<file path="src/rtl/btn_press_classifier.sv">
// Push-button front end: synchronize, debounce, then classify each gesture
// as a short, long or double press with single-cycle result pulses.
module btn_press_classifier #(
  parameter int DB_CYCLES   = 1000000,
  parameter int LONG_CYCLES = 80000000,
  parameter int DBL_CYCLES  = 30000000
) (
  input  logic clk,
  input  logic rst_n,
  input  logic btn_in,
  output logic pressed_o,
  output logic short_o,
  output logic long_o,
  output logic double_o
);

  localparam int MAXP = (LONG_CYCLES > DBL_CYCLES) ? LONG_CYCLES : DBL_CYCLES;
  localparam int TW   = $clog2(MAXP) + 1;
  localparam int DW   = $clog2(DB_CYCLES) + 1;

  localparam logic [DW-1:0] DB_LAST   = DW'(DB_CYCLES - 1);
  // Expiry fires on the edge where the timer would reach LIMIT-1, so the pulse
  // lands exactly LIMIT cycles after the debounced edge that started the phase.
  localparam logic [TW-1:0] LONG_LAST = TW'(LONG_CYCLES - 2);
  localparam logic [TW-1:0] DBL_LAST  = TW'(DBL_CYCLES - 2);

  typedef enum logic [2:0] {IDLE, PRESS1, LONG_HELD, WAIT2, PRESS2} state_t;

  logic [1:0]    sync_q;
  logic [DW-1:0] db_cnt;
  logic          pressed_d;
  logic          rise, fall;
  state_t        state;
  logic [TW-1:0] timer;
  logic [TW-1:0] timer_inc;

  always_ff @(posedge clk or negedge rst_n) begin
    if (!rst_n) sync_q <= '0;
    else        sync_q <= {sync_q[0], btn_in};
  end

  always_ff @(posedge clk or negedge rst_n) begin
    if (!rst_n) begin
      db_cnt    <= '0;
      pressed_o <= 1'b0;
      pressed_d <= 1'b0;
    end else begin
      pressed_d <= pressed_o;
      if (sync_q[1] == pressed_o) begin
        db_cnt <= '0;
      end else if (db_cnt == DB_LAST) begin
        pressed_o <= sync_q[1];
        db_cnt    <= '0;
      end else begin
        db_cnt <= db_cnt + DW'(1);
      end
    end
  end

  assign rise      = pressed_o & ~pressed_d;
  assign fall      = ~pressed_o & pressed_d;
  assign timer_inc = (&timer) ? timer : timer + TW'(1);

  always_ff @(posedge clk or negedge rst_n) begin
    if (!rst_n) begin
      state    <= IDLE;
      timer    <= '0;
      short_o  <= 1'b0;
      long_o   <= 1'b0;
      double_o <= 1'b0;
    end else begin
      short_o  <= 1'b0;
      long_o   <= 1'b0;
      double_o <= 1'b0;
      timer    <= timer_inc;
      case (state)
        IDLE: begin
          if (rise) begin
            state <= PRESS1;
            timer <= '0;
          end
        end
        PRESS1: begin
          if (fall) begin
            state <= WAIT2;
            timer <= '0;
          end else if (timer == LONG_LAST) begin
            long_o <= 1'b1;
            state  <= LONG_HELD;
            timer  <= '0;
          end
        end
        LONG_HELD: begin
          if (fall) begin
            state <= IDLE;
            timer <= '0;
          end
        end
        WAIT2: begin
          if (rise) begin
            state <= PRESS2;
            timer <= '0;
          end else if (timer == DBL_LAST) begin
            short_o <= 1'b1;
            state   <= IDLE;
            timer   <= '0;
          end
        end
        PRESS2: begin
          // A held second press still counts as a double; no long pulse follows.
          if (fall) begin
            double_o <= 1'b1;
            state    <= IDLE;
            timer    <= '0;
          end else if (timer == LONG_LAST) begin
            double_o <= 1'b1;
            state    <= LONG_HELD;
            timer    <= '0;
          end
        end
        default: begin
          state <= IDLE;
          timer <= '0;
        end
      endcase
    end
  end

endmodule

</file>
<file path="config.mk">
export PLATFORM = sky130hd
export DESIGN_NAME = btn_press_classifier
export DESIGN_NICKNAME = d
export VERILOG_FILES = /design/src/rtl/btn_press_classifier.sv
export SDC_FILE = /design/constraint.sdc
export NUM_CORES = 1
export LEC_CHECK = 0
export CAP_MARGIN = 10
export CELL_PAD_IN_SITES_DETAIL_PLACEMENT = 1
export CELL_PAD_IN_SITES_GLOBAL_PLACEMENT = 2
export CORE_MARGIN = 1
export CORE_UTILIZATION = 40
export CTS_CLUSTER_DIAMETER = 80
export DETAILED_ROUTE_END_ITERATION = 6
export PLACE_DENSITY = 0.79
export SKIP_CTS_REPAIR_TIMING = 1
export SYNTH_ARGS = -nofsm -noshare
export SYNTH_HDL_FRONTEND = slang
export SYNTH_SLANG_ARGS = --single-unit
</file>
<file path="constraint.sdc">
create_clock -name clk -period 2.71 [get_ports clk]
set_clock_uncertainty 0.05 [all_clocks]
set_input_delay 0.542 -clock clk [delete_from_list [all_inputs] [get_ports clk]]
set_output_delay 0.542 -clock clk [all_outputs]
set_load 0.05 [all_outputs]
</file>
# After elaboration in Yosys (flattened, before gate mapping)
# Cells that the tools add are included.
[classes]
n_addsub = 2
eq_ne = 11
mux = 26
bitwise_logic = 5
n_reduce_logical = 5
[op_table]
columns = ["cell", "count"]
rows = [
  ["28-bit two-way mux", 7],
  ["28-bit case mux with 4 select lines", 1],
  ["21-bit two-way mux", 2],
  ["28-bit by 1-bit adder with 28-bit output (second input constant)", 1],
  ["28-bit by 25-bit == test with 1-bit output (second input constant)", 1],
  ["28-bit by 27-bit == test with 1-bit output (second input constant)", 1],
  ["28-bit AND reduction", 1],
  ["21-bit by 1-bit adder with 21-bit output (second input constant)", 1],
  ["21-bit by 20-bit == test with 1-bit output (second input constant)", 1],
  ["3-bit two-way mux", 7],
  ["3-bit case mux with 5 select lines", 1],
  ["1-bit two-way mux", 8],
  ["3-bit by 2-bit == test with 1-bit output (second input constant)", 2],
  ["2-bit != test (second input constant)", 2],
  ["3-bit by 1-bit == test with 1-bit output (second input constant)", 1],
  ["3-bit == test (second input constant)", 1],
  ["3-bit zero test", 1],
  ["3-bit != test (second input constant)", 1],
  ["1-bit NOT", 3],
  ["3-bit AND reduction", 1],
  ["1-bit bitwise AND", 2],
  ["2-bit AND reduction", 1],
  ["2-bit OR reduction", 1],
  ["1-bit == test", 1],
]
[word_totals]
regBits = 59
in_bits = 3
out_inout_bits = 4
wordCells = 58

# Longest topological paths before layout
[logic_depth]
ltp_word = 5
depth_mapped = 8
ltp_nobuf = 7

# Worst setup path after synthesis
# Ideal clock, no wire load.
[synth_timing]
kind = "reg2reg"
from = "register timer[0]"
to = "register timer[21]"
setup_time_ns = 0.134
arrival_time_ns = 2.271
required_ns = 2.526
setup_slack_ns = 0.254
path_stages_with_launch = 9
path_buffers = 1
cell_sequence = "dfrtp_1 > inv_1 > ha_1 > or4b_1 > nor4_4 > a31oi_1 > a211oi_4 > buf_4 > a21oi_1"
[synth_via]
elab_chain_cells = 5
[synth_rtl]
columns = ["element", "line", "rtl"]
rows = [
  ["start, declared", "34", "logic [TW-1:0] timer;"],
  ["start signal, assigned", "75", "timer <= timer_inc;"],
  ["28-bit by 1-bit adder with 28-bit output or 28-bit AND reduction (tied branches)", "62", "assign timer_inc = (&timer) ? timer : timer + TW'(1);"],
  ["28-bit two-way mux", "62", ""],
  ["28-bit two-way mux (on tied branches)", "87, 115, 103", ""],
  ["28-bit two-way mux (on tied branches)", "111, 100", ""],
  ["28-bit case mux with 4 select lines (*)", "76", "case (state)"],
]
# Every way passes the cells marked *; elsewhere a longest branch is shown, timed or not.
# A chain may end at the register's enable or synchronous reset.

# Final worst setup path
[layout_timing]
from = "register timer[0]"
to = "register timer[27]"
# Same word-level chain as after synthesis.

==> results.txt <==
Antenna violations before repair = 0
Initial Util = 0.422
Die extent in x = 90.2 um
Synthesized instance count = 332
Worst-margin pin slew = 0.786 ns
R2R setup slack = 0.33 ns
Mapped cell area = 3110 um2
FF-to-FF Start = timer[0]
CP endpoint kind = flop
Worst hold slack = 0.125 ns
Hold WC Path Type = in2async
Period Utilization, post-route = 0.879
Xor/xnor cell area share of the yosys netlist = 0.0985
Top FF cell, synth = dfrtp_1
Synth Area in Adders = 0.0121
Max Buffers Root-to-Sink = 2
TNS Setup = 0 ns
Final instance area = 3540 um2
Drt pass-1 iters = 4
Inserted Clock Buffers = 9
Port Buffers = 6
R2R Path End = timer[27]
Largest family of logic cells by synthesized area = simple AND/OR/NAND/NOR gates
Crit path max-delay cell type = or4b_1
Top Ports = 7
Post-DP Area = 3340 um2
RSZ-0062 raised after global routing = false
Peak supply drop = 0.000310 V
Crit Path Category = reg2reg
Cells on worst reg2reg path = 8
N_diodes = 0
Syn Area/Cell = 9.38 um2
Mux cell area share after synthesis = 0.00683
Wire per inst = 16.3 um
Sequential share of the synthesized area = 0.474
Share of layout cells above drive strength 1 = 0.0960
Synthesis Warnings = 0
CP required = 2.88 ns
MaxCap Viol Count = 0
Via count = 2558
CORE AREA = 7370 um2
Row cnt = 31
Static Leakage = 1.43 nW
First-pass GRT wire length = 13500 um
PwrDens = 487 nW/um2
All-Layer GR Usage = 0.209
Distinct cell type count after synthesis = 41
Syn nets = 338
Depth of the CTS H-tree = 3
CP peak stage delay = 0.48 ns
Vias in the first global route = 2701
Vias per cell = 5.65
Worst setup SP type = flop
Crit-path max FO = 28
Skew-Pair Late Insertion Delay = 0.33 ns
CP Capture Point = timer[27]
Antenna-violating nets left = 0
Slew margin rel. = 0.462
Residual DRC = 0
CTS clock-pin slew for the worst setup and hold paths = 0.07 ns
Final net count = 355
Root buffer cell = clkbuf_8
Most common cell after layout, fill and taps aside = dfrtp_1
Post-synthesis compound-gate area fraction = 0.0800
Final Total Pwr = 1.72 mW
CTS tree = yes
Status = finished, final reports clean
Crit path cell chain = inv_1 > ha_1 > or4b_1 > nor4_4 > a31oi_1 > a211oi_4 > buf_12 > nor3_1
Fmax achieved = 420 MHz
Initial DRC Count = 81
Final WL = 7400 um
Post-synth EDFFs = 0
Hold Fails Final Rpt = 0
FFs w/ async S/R, synth = 1.00
Crit path arrival time = 2.55 ns
Largest net degree at the start of global routing = 29
Fin. max-slew vios = 0
Die Area = 8140 um2
Min Clock Period, post-route = 2.38 ns
Flop and latch count out of synthesis = 59
Crit path launch = timer[0]
Gr ovfl total = 0
Post-Synth Simple-Gate Area = 0.306
Synth-to-Final Area Change = 13.6%
Most frequent cells in the layout = 59 x dfrtp_1, 52 x nor2_1, 25 x xnor2_1, 22 x nand3_1, 19 x nand2_1
CTS sink cnt = 59
Die Y = 90.2 um
Filler cell count = 886
Final setup fails = 0
Dpl hpwl = 5250 um
Gp weighted congestion = 0.760
==> synthesized netlist by cell type (8+ instances only) <==
master	number	area, um2
dfrtp_1	59	1480
nor2_1	52	195
xnor2_1	25	219
nand3_1	22	110
nand2_1	19	71.3
a21oi_1	17	85.1
nand4_1	17	106
nor3_1	13	65.1
nor4_1	12	75.1
xor2_1	10	87.6
and3_1	9	56.3
and4_1	8	70.1
==> sequential cells by signal, summed over array words and instances, names as in the netlist <==
name	count
timer	28
db_cnt	21
state	3
sync_q	2
double_o	1
long_o	1
pressed_d	1
pressed_o	1
short_o	1
==> power by group <==
| group | total, mW | switching [mW] | internal (mW) |
|---|---|---|---|
| clock | 0.797 | 0.352 | 0.445 |
| sequential | 0.891 | 0.00573 | 0.886 |
| combinational | 0.0349 | 0.0266 | 0.00829 |
| total | 1.72 | 0.385 | 1.34 |
==> area by class of cell <==
type,instances,area [um2],area share
sequential,59,1480,0.418
inverter,7,26.3,0.00743
clock inverter,5,52.6,0.0149
tap,99,124,0.0350
timing repair buffer,15,135,0.0382
clock buffer,11,141,0.0400
multi-input combinational,257,1580,0.447
==> logic make-up (layout without fill, tap and decap cells) <==
family	after synthesis	count (layout)
muxes	2	2
AOI/OAI and AO/OA	39	39
xor gates and xnor gates	35	35
and+or+nand+nor	178	178
DFF	59	59
adders and majority gates	3	3
buffers and inverters	16	38
==> metal layers <==
| metal | part of all wire | track usage |
|---|---|---|
| met5 | 0 | 0 |
| met4 | 0.011 | 0.0699 |
| met3 | 0.019 | 0.0457 |
| met2 | 0.45 | 0.314 |
| met1 | 0.52 | 0.296 |
==> metrics by stage <==
step,utilization,setup WS (ns),std cells
2_1_floorplan,-,0.254,332
3_3_place_gp,0.453,0.225,437
3_5_place_dp,0.453,0.168,437
4_1_cts,0.480,0.165,453
5_1_grt,0.480,0.117,453
6_report,0.480,0.328,453
==> critical path: cells and delay by family, from the launching register on <==
family,cells,cell delay [ns]
compound gates,2,0.50
flops,1,0.42
simple gates,3,0.83
fa+ha+maj,1,0.14
buf+inv,2,0.32
==> worst min-delay path by stage <==
| stage | slack, ns | depth (start not counted) | to | startpoint |
|---|---|---|---|---|
| final | 0.13 | 1 | pressed_d | rst_n |
| after global routing | 0.14 | 1 | pressed_d | rst_n |
| after CTS | 0.12 | 1 | pressed_d | rst_n |
| after detailed placement | 0.30 | 0 | sync_q[1] | sync_q[0] |
| after global placement | 0.30 | 0 | sync_q[1] | sync_q[0] |
| after floorplan | 0.20 | 0 | db_cnt[0] | rst_n |
Power figures use the tool's default switching activity.
